### config.mk
export PLATFORM = sky130hd
export DESIGN_NAME = satatx_framer
export DESIGN_NICKNAME = d
export VERILOG_FILES = /design/src/rtl/satatx_framer.sv
export SDC_FILE = /design/constraint.sdc
export NUM_CORES = 1
export LEC_CHECK = 0
export BUFFER_PORTS_ARGS = -buffer_cell sky130_fd_sc_hd__buf_2
export CAP_MARGIN = 20
export CORE_AREA = 2 2 98 62
export CTS_CLUSTER_DIAMETER = 30
export CTS_CLUSTER_SIZE = 12
export DETAILED_ROUTE_END_ITERATION = 8
export DIE_AREA = 0 0 100 64
export GPL_TIMING_DRIVEN = 1
export HOLD_SLACK_MARGIN = 0.15
export PLACE_DENSITY = 0.66
export SYNTH_ARGS = -nofsm -noshare
export SYNTH_HDL_FRONTEND = slang
export SYNTH_SLANG_ARGS = --single-unit
export TNS_END_PERCENT = 20
### constraint.sdc
create_clock -name S_AXI_ACLK -period 4.7 [get_ports S_AXI_ACLK]
set_input_delay 0.47 -clock S_AXI_ACLK [delete_from_list [all_inputs] [get_ports S_AXI_ACLK]]
set_output_delay 0.47 -clock S_AXI_ACLK [all_outputs]
set_load 0.05 [all_outputs]
### src/rtl/satatx_framer.sv
// SATA link-layer transmit framer: wraps AXI-stream packet words in SOF/EOF,
// fills stalls with HOLD, waits in WTRM, idles on SYNC. Define SATATX_CRC_EN to append CRC-32.
module satatx_framer #(
    parameter logic [32:0] P_SOF        = 33'h1_7cb5_3737,
    parameter logic [32:0] P_EOF        = 33'h1_7cb5_d5d5,
    parameter logic [32:0] P_WTRM       = 33'h1_7cb5_5858,
    parameter logic [32:0] P_SYNC       = 33'h1_7c95_b5b5,
    parameter logic [32:0] P_HOLD       = 33'h1_7caa_d5d5,
    parameter bit          OPT_LOWPOWER = 1'b0
) (
    input  logic        S_AXI_ACLK,
    input  logic        S_AXI_ARESETN,
    input  logic        S_AXIS_TVALID,
    output logic        S_AXIS_TREADY,
    input  logic [31:0] S_AXIS_TDATA,
    input  logic        S_AXIS_TLAST,
    input  logic        S_AXIS_TABORT,
    input  logic        i_release,
    output logic        M_AXIS_TVALID,
    input  logic        M_AXIS_TREADY,
    output logic [32:0] M_AXIS_TDATA,
    output logic        o_busy
);

`ifdef SATATX_CRC_EN
    typedef enum logic [2:0] {
        S_IDLE, S_SOF, S_DATA, S_EOF, S_WTRM, S_DRAIN, S_CRC
    } state_t;

    localparam logic [31:0] CRC_POLY = 32'h04C1_1DB7;
    localparam logic [31:0] CRC_SEED = 32'h5232_5032;
`else
    typedef enum logic [2:0] {
        S_IDLE, S_SOF, S_DATA, S_EOF, S_WTRM, S_DRAIN
    } state_t;
`endif

    state_t      state, state_n;
    logic [32:0] tdata_n;
    logic        abort_q, abort_n;
    logic        step, accept, abort_live, abort;
    logic [31:0] s_word;

    assign step          = !M_AXIS_TVALID || M_AXIS_TREADY;
    // Drain swallows the rest of an aborted packet regardless of sink back-pressure.
    assign S_AXIS_TREADY = ((state == S_DATA) && step) || (state == S_DRAIN);
    assign accept        = S_AXIS_TVALID && S_AXIS_TREADY;
    assign o_busy        = (state != S_IDLE);
    assign s_word        = (OPT_LOWPOWER && !(accept && state == S_DATA)) ? 32'h0 : S_AXIS_TDATA;

`ifdef SATATX_CRC_EN
    assign abort_live = (state == S_SOF) || (state == S_DATA) || (state == S_CRC);
`else
    assign abort_live = (state == S_SOF) || (state == S_DATA);
`endif
    // An abort seen while the sink stalls is remembered until the next step.
    assign abort = abort_live && (S_AXIS_TABORT || abort_q);

`ifdef SATATX_CRC_EN
    logic [31:0] crc_q;

    function automatic logic [31:0] crc_step(input logic [31:0] c, input logic [31:0] d);
        logic [31:0] r;
        logic        fb;
        r = c;
        for (int i = 31; i >= 0; i--) begin
            fb = r[31] ^ d[i];
            r  = {r[30:0], 1'b0} ^ ({32{fb}} & CRC_POLY);
        end
        return r;
    endfunction

    always_ff @(posedge S_AXI_ACLK or negedge S_AXI_ARESETN) begin
        if (!S_AXI_ARESETN)
            crc_q <= CRC_SEED;
        else if (state == S_SOF)
            crc_q <= CRC_SEED;
        else if (state == S_DATA && accept && !abort)
            crc_q <= crc_step(crc_q, s_word);
    end
`endif

    always_ff @(posedge S_AXI_ACLK or negedge S_AXI_ARESETN) begin
        if (!S_AXI_ARESETN) begin
            state         <= S_IDLE;
            abort_q       <= 1'b0;
            M_AXIS_TVALID <= 1'b0;
            M_AXIS_TDATA  <= P_SYNC;
        end else begin
            state        <= state_n;
            abort_q      <= abort_n;
            M_AXIS_TDATA <= tdata_n;
            if (step)
                M_AXIS_TVALID <= 1'b1;
        end
    end

    always_comb begin
        state_n = state;
        tdata_n = M_AXIS_TDATA;
        abort_n = 1'b0;
        case (state)
            S_IDLE: begin
                if (step) begin
                    tdata_n = P_SYNC;
                    if (S_AXIS_TVALID)
                        state_n = S_SOF;
                end
            end
            S_SOF: begin
                if (!step) begin
                    abort_n = abort;
                end else if (abort) begin
                    tdata_n = P_SYNC;
                    state_n = S_DRAIN;
                end else begin
                    tdata_n = P_SOF;
                    state_n = S_DATA;
                end
            end
            S_DATA: begin
                if (!step) begin
                    abort_n = abort;
                end else if (abort) begin
                    // A word accepted alongside the abort is dropped; drain only if TLAST is still ahead.
                    tdata_n = P_SYNC;
                    state_n = (accept && S_AXIS_TLAST) ? S_IDLE : S_DRAIN;
                end else if (S_AXIS_TVALID) begin
                    tdata_n = {1'b0, s_word};
                    if (S_AXIS_TLAST)
`ifdef SATATX_CRC_EN
                        state_n = S_CRC;
`else
                        state_n = S_EOF;
`endif
                end else begin
                    tdata_n = P_HOLD;
                end
            end
`ifdef SATATX_CRC_EN
            S_CRC: begin
                if (!step) begin
                    abort_n = abort;
                end else if (abort) begin
                    tdata_n = P_SYNC;
                    state_n = S_IDLE;
                end else begin
                    tdata_n = {1'b0, crc_q};
                    state_n = S_EOF;
                end
            end
`endif
            S_EOF: begin
                if (step) begin
                    tdata_n = P_EOF;
                    state_n = S_WTRM;
                end
            end
            S_WTRM: begin
                if (i_release) begin
                    state_n = S_IDLE;
                    if (step)
                        tdata_n = P_SYNC;
                end else if (step) begin
                    tdata_n = P_WTRM;
                end
            end
            S_DRAIN: begin
                if (step)
                    tdata_n = P_SYNC;
                if (S_AXIS_TVALID && S_AXIS_TLAST)
                    state_n = S_IDLE;
            end
            default: begin
                state_n = S_IDLE;
                tdata_n = P_SYNC;
            end
        endcase
    end

endmodule
Word level (Yosys, flattened, before mapping). Cells that the tools add are included. W data, S select, Z words.

Bits in registers: 38. Input bits: 39. Output and inout bits: 36. Word-level logic and storage cells: 60.

Equality and inequality tests: 15. Mux-type cells: 25. Reduce and logical (&&, ||, !) cells: 16.

Operators by type and width (number): $mux W33 (8); $pmux W33 S5 (1); $mux W3 (12); $mux W22 (1); $pmux W3 S6 (1); $ne A2 B2 Y1 const B (6); $ne A3 B3 Y1 const B (3); $reduce_and A9 Y1 (1); $eq A3 B2 Y1 const B (2); $eq A3 B3 Y1 const B (2); $logic_and A1 B1 Y1 (5); $logic_or A1 B1 Y1 (4); $reduce_and A4 Y1 (1); $reduce_or A2 Y1 (2); $eq A3 B1 Y1 const B (1); $logic_not A3 Y1 (1); $reduce_bool A3 Y1 (1); $mux W1 (2); $ne A2 B1 Y1 const B (1); $logic_not A1 Y1 (1).

Logic depth before layout (Yosys ltp).
Depth in word-level cells: 10. Mapped depth: 6. Depth with buffers taken out: 4.

Worst setup path after synthesis. OpenSTA, ideal clock, no wires.

Path type: register to output. From: reg M_AXIS_TVALID. To: out S_AXIS_TREADY. Data arrival time: 1.512 ns. Required time: 4.230 ns. Setup slack: 2.718 ns. Cell stages (with the launch flop): 5. Buffers on the path: 1. Cell sequence: dfrtp_1 > nor2b_1 > clkbuf_1 > nor2_1 > a22o_1.

Cells in the longest elaborated chain, start to end: 4.

RTL lines: from (decl) (RTL line 19) `output logic M_AXIS_TVALID,`; from (signal assigned) (RTL line 87) `M_AXIS_TVALID <= 1'b0;`; from (signal assigned) (RTL line 94) `M_AXIS_TVALID <= 1'b1;`; $logic_not A1 Y1 (RTL line 44) `assign step = !M_AXIS_TVALID || M_AXIS_TREADY;`; $logic_or A1 B1 Y1 (RTL line 44); $logic_and A1 B1 Y1 (RTL line 46) `assign S_AXIS_TREADY = ((state == S_DATA) && step) || (state == S_DRAIN);`; $logic_or A1 B1 Y1 (RTL line 46); to (decl) (RTL line 14) `output logic S_AXIS_TREADY,`.

Every way passes these cells.

Final worst setup path.
From: reg state[2]. To: out S_AXIS_TREADY.

Cells in the longest elaborated chain, start to end: 3. Elaborated cells between the ends (all ways): 4. Those cells by class: eq/ne: 2; reduce/logical: 2.

RTL lines: from (decl) (RTL line 38) `state_t state, state_n;`; from (signal assigned) (RTL line 90) `state <= state_n;`; $eq A3 B2 Y1 (RTL line 46); $logic_and A1 B1 Y1 (RTL line 46); $logic_or A1 B1 Y1 (*) (RTL line 46).

Every way passes the cells marked *; elsewhere a longest branch is shown, timed or not.

==> flow_summary.ini <==
[status]
status = finished clean

[logic_synthesis]
synth_cell_type_count = 53
yosysTopAreaCellShare_pct = 24.7
synth_area_um2 = 2120
synth_edf_count = 0
syn_area_per_cell_um2 = 9.40
yosysSeqAreaShare_pct = 45.9
ys_ff_latch = 38
async_reset_ff_share_pct = 100
ys_warn_count = 0
synth_top_area_cell = dfstp_2
yosys_most_used_dff = dfstp_2
synth_common_cells = a21oi_1 (26), nor2_1 (23), dfstp_2 (20)
syn_inst = 226
syn_nets = 265
yosysMostFrequentCell = a21oi_1
ys_top_cells_by_area = dfstp_2 (25%), dfrtp_1 (21%), a21oi_1 (6.1%), nor2_1 (4.1%), nand2_1 (3.4%)

[floorplanning]
dieArea_um2 = 6400
start_util_pct = 38.9
coreArea_um2 = 5470
rows = 21
io_pins = 75
die_x_um = 100
die_y_um = 64

[timing]
finalWorstSetupSlack_ns = 2.21
slew_viol_final = 0
setup_violations = 0
worst_pin_slew_ns = 0.984
fin_hold_ws_ns = 0.287
finalSetupTns_ns = 0
period_needed_ns = 2.49
skew_ns = 0.00665
fmax_mhz = 402
hold_viol_final = 0
relSlewSlack_pct = 34.4
rsz0062_at_grt = false
period_share_pct = 53.0

[worst_setup_path]
reg2reg_setup_slack_ns = 2.43
reg2reg_depth = 4
crit_type = reg -> out
arrival_ns = 2.02
r2r_end = M_AXIS_TDATA[30]
worst_setup_path_start_kind = register
end_kind = output port
timing.rr.start = state[1]
cp.required_ns = 4.23
crit_path_max_fanout = 28

[clock_tree]
worstSkewPairLatency_ns = 0.29
cts_resized = 0
cts_root_buffer = clkbuf_8
cts.sinks = 38
cts_htree_levels = 2
cts_tree = built
numCtsBuffers = 5
clock_path_buffers = 2
holdBufCountCts = 0
post_cts_buffers = 0
clk_pin_slew_ns = 0.08

[grt]
grt-ovfl-total = 0
grt_pass1_vias = 1789
groute.usage.overall_pct = 18.1
grt_max_degree = 39
grt_pass1_wl_um = 9080
antenna_found_initial = 0

[placement]
place_worst_setup_slack_ns = 2.40
gp_congestion = 0.815
dpl.hpwl_um = 4020
portBuffers = 74

[cells_and_area]
layout-drive-gt1-share_pct = 38.8
diodes = 0
fillers = 540
nNetsFinal = 329
area_delta_synth_final_pct = 20.8

[power]
p_per_area_nw_per_um2 = 573
p_leak_nw = 1.13
ir_drop_mv = 0.231

[routing]
ant_nets = 0
drt-total-wl_um = 5590
drc = 0
vias_per_cell = 5.49
vias = 1976
dr.pass1.iters = 4
drt_iter0_drc = 177
avgRoutedWirePerCell_um = 15.5

[job]
drv_cap = 0

[worst_hold_path]
hold_path_class = in -> async
[report_power, final]
group | leakage, nW | internal [mW] | switching, mW
Combinational | 0.637 | 0.222 | 0.485
Clock | 0.0450 | 0.103 | 0.115
Sequential | 0.451 | 0.431 | 0.113
[registers in the layout, indices dropped and copies added, names as in the netlist]
register,flops
M_AXIS_TDATA,33
M_AXIS_TVALID,1
abort_q,1
state,3
[per-layer routing]
| layer | up-vias | track usage [%] | share of wire (%) |
|---|---|---|---|
| met4 | 0 | 4.11 | 0.45 |
| met5 | - | 0 | 0 |
| li1 | 951 | - | - |
| met2 | 75 | 24.5 | 41 |
| met1 | 946 | 28.8 | 52 |
| met3 | 4 | 4.05 | 7.1 |
[how the worst max path moves through the flow]
stage / to / start / slack (ns)
detailed placement: M_AXIS_TDATA[9] / M_AXIS_TREADY / 2.40
floorplan: S_AXIS_TREADY / M_AXIS_TVALID / 2.72
global route: S_AXIS_TREADY / state[2] / 2.08
finish: S_AXIS_TREADY / state[2] / 2.21
CTS: S_AXIS_TREADY / state[2] / 2.24
global placement: M_AXIS_TDATA[1] / M_AXIS_TREADY / 2.43
[metrics by stage]
stage | std cells | cell area (µm²) | total power [mW] | util (%)
6_report | 360 | 2570 | 1.47 | 47.0
3_5_place_dp | 352 | 2480 | 1.25 | 45.5
2_1_floorplan | 226 | 2120 | 1.11 | -
3_3_place_gp | 352 | 2480 | 1.25 | 45.5
5_1_grt | 360 | 2570 | 1.56 | 47.0
4_1_cts | 360 | 2570 | 1.47 | 47.0
[final cells by class]
| type | instances | area, µm² | area share, % |
|---|---|---|---|
| clock buffers | 6 | 72.6 | 2.83 |
| clock inverters | 2 | 10.0 | 0.390 |
| inverters | 4 | 15.0 | 0.585 |
| multi-input cells | 167 | 1040 | 40.4 |
| flip-flops and latches | 38 | 976 | 38.0 |
| well taps | 69 | 86.3 | 3.36 |
| repair buffers | 74 | 370 | 14.4 |
[placed cells by master, fill, tap and decap left out, types with 2 or more instances in the layout]
cell type | synthesis | final
a21oi_1 | 26 | 26
a211oi_1 | 5 | 5
buf_2 | 8 | 74
nor4_1 | 3 | 3
o31ai_1 | 2 | 2
and3_1 | 2 | 2
or3_1 | 2 | 2
nand2_1 | 19 | 19
a2bb2oi_1 | 4 | 4
and2_1 | 3 | 3
a31oi_1 | 4 | 4
nor3_1 | 2 | 2
o2bb2ai_1 | 2 | 2
o21a_1 | 2 | 2
o21ai_0 | 12 | 12
clkbuf_8 | 0 | 5
nor2b_1 | 6 | 6
dfrtp_1 | 18 | 18
clkinv_2 | 0 | 2
nand2b_1 | 7 | 7
a22o_1 | 6 | 6
a21o_1 | 2 | 2
o22a_1 | 2 | 2
dfstp_2 | 20 | 20
nor2_1 | 23 | 23
inv_1 | 4 | 4
a221oi_1 | 2 | 2
o22ai_1 | 3 | 3
a221o_2 | 4 | 4
o21bai_1 | 3 | 3
[cell families (layout without fill, tap and decap cells)]
logic type	Yosys count	count (layout)	share of synthesized area [%]
compound gates	84	84	26.8
simple gates	80	80	21.0
flops	38	38	45.9
buf+inv	21	86	5.24
other cells	1	1	0.177
xor+xnor	1	1	0.412
mux	1	1	0.471
[worst max-delay path: stages (launching register included)]
cell     delay, ns
dfrtp_1       0.94
nor2b_1       0.31
a22o_1        0.20
buf_2         0.27
No activity file was read; power rests on OpenSTA's default activity.
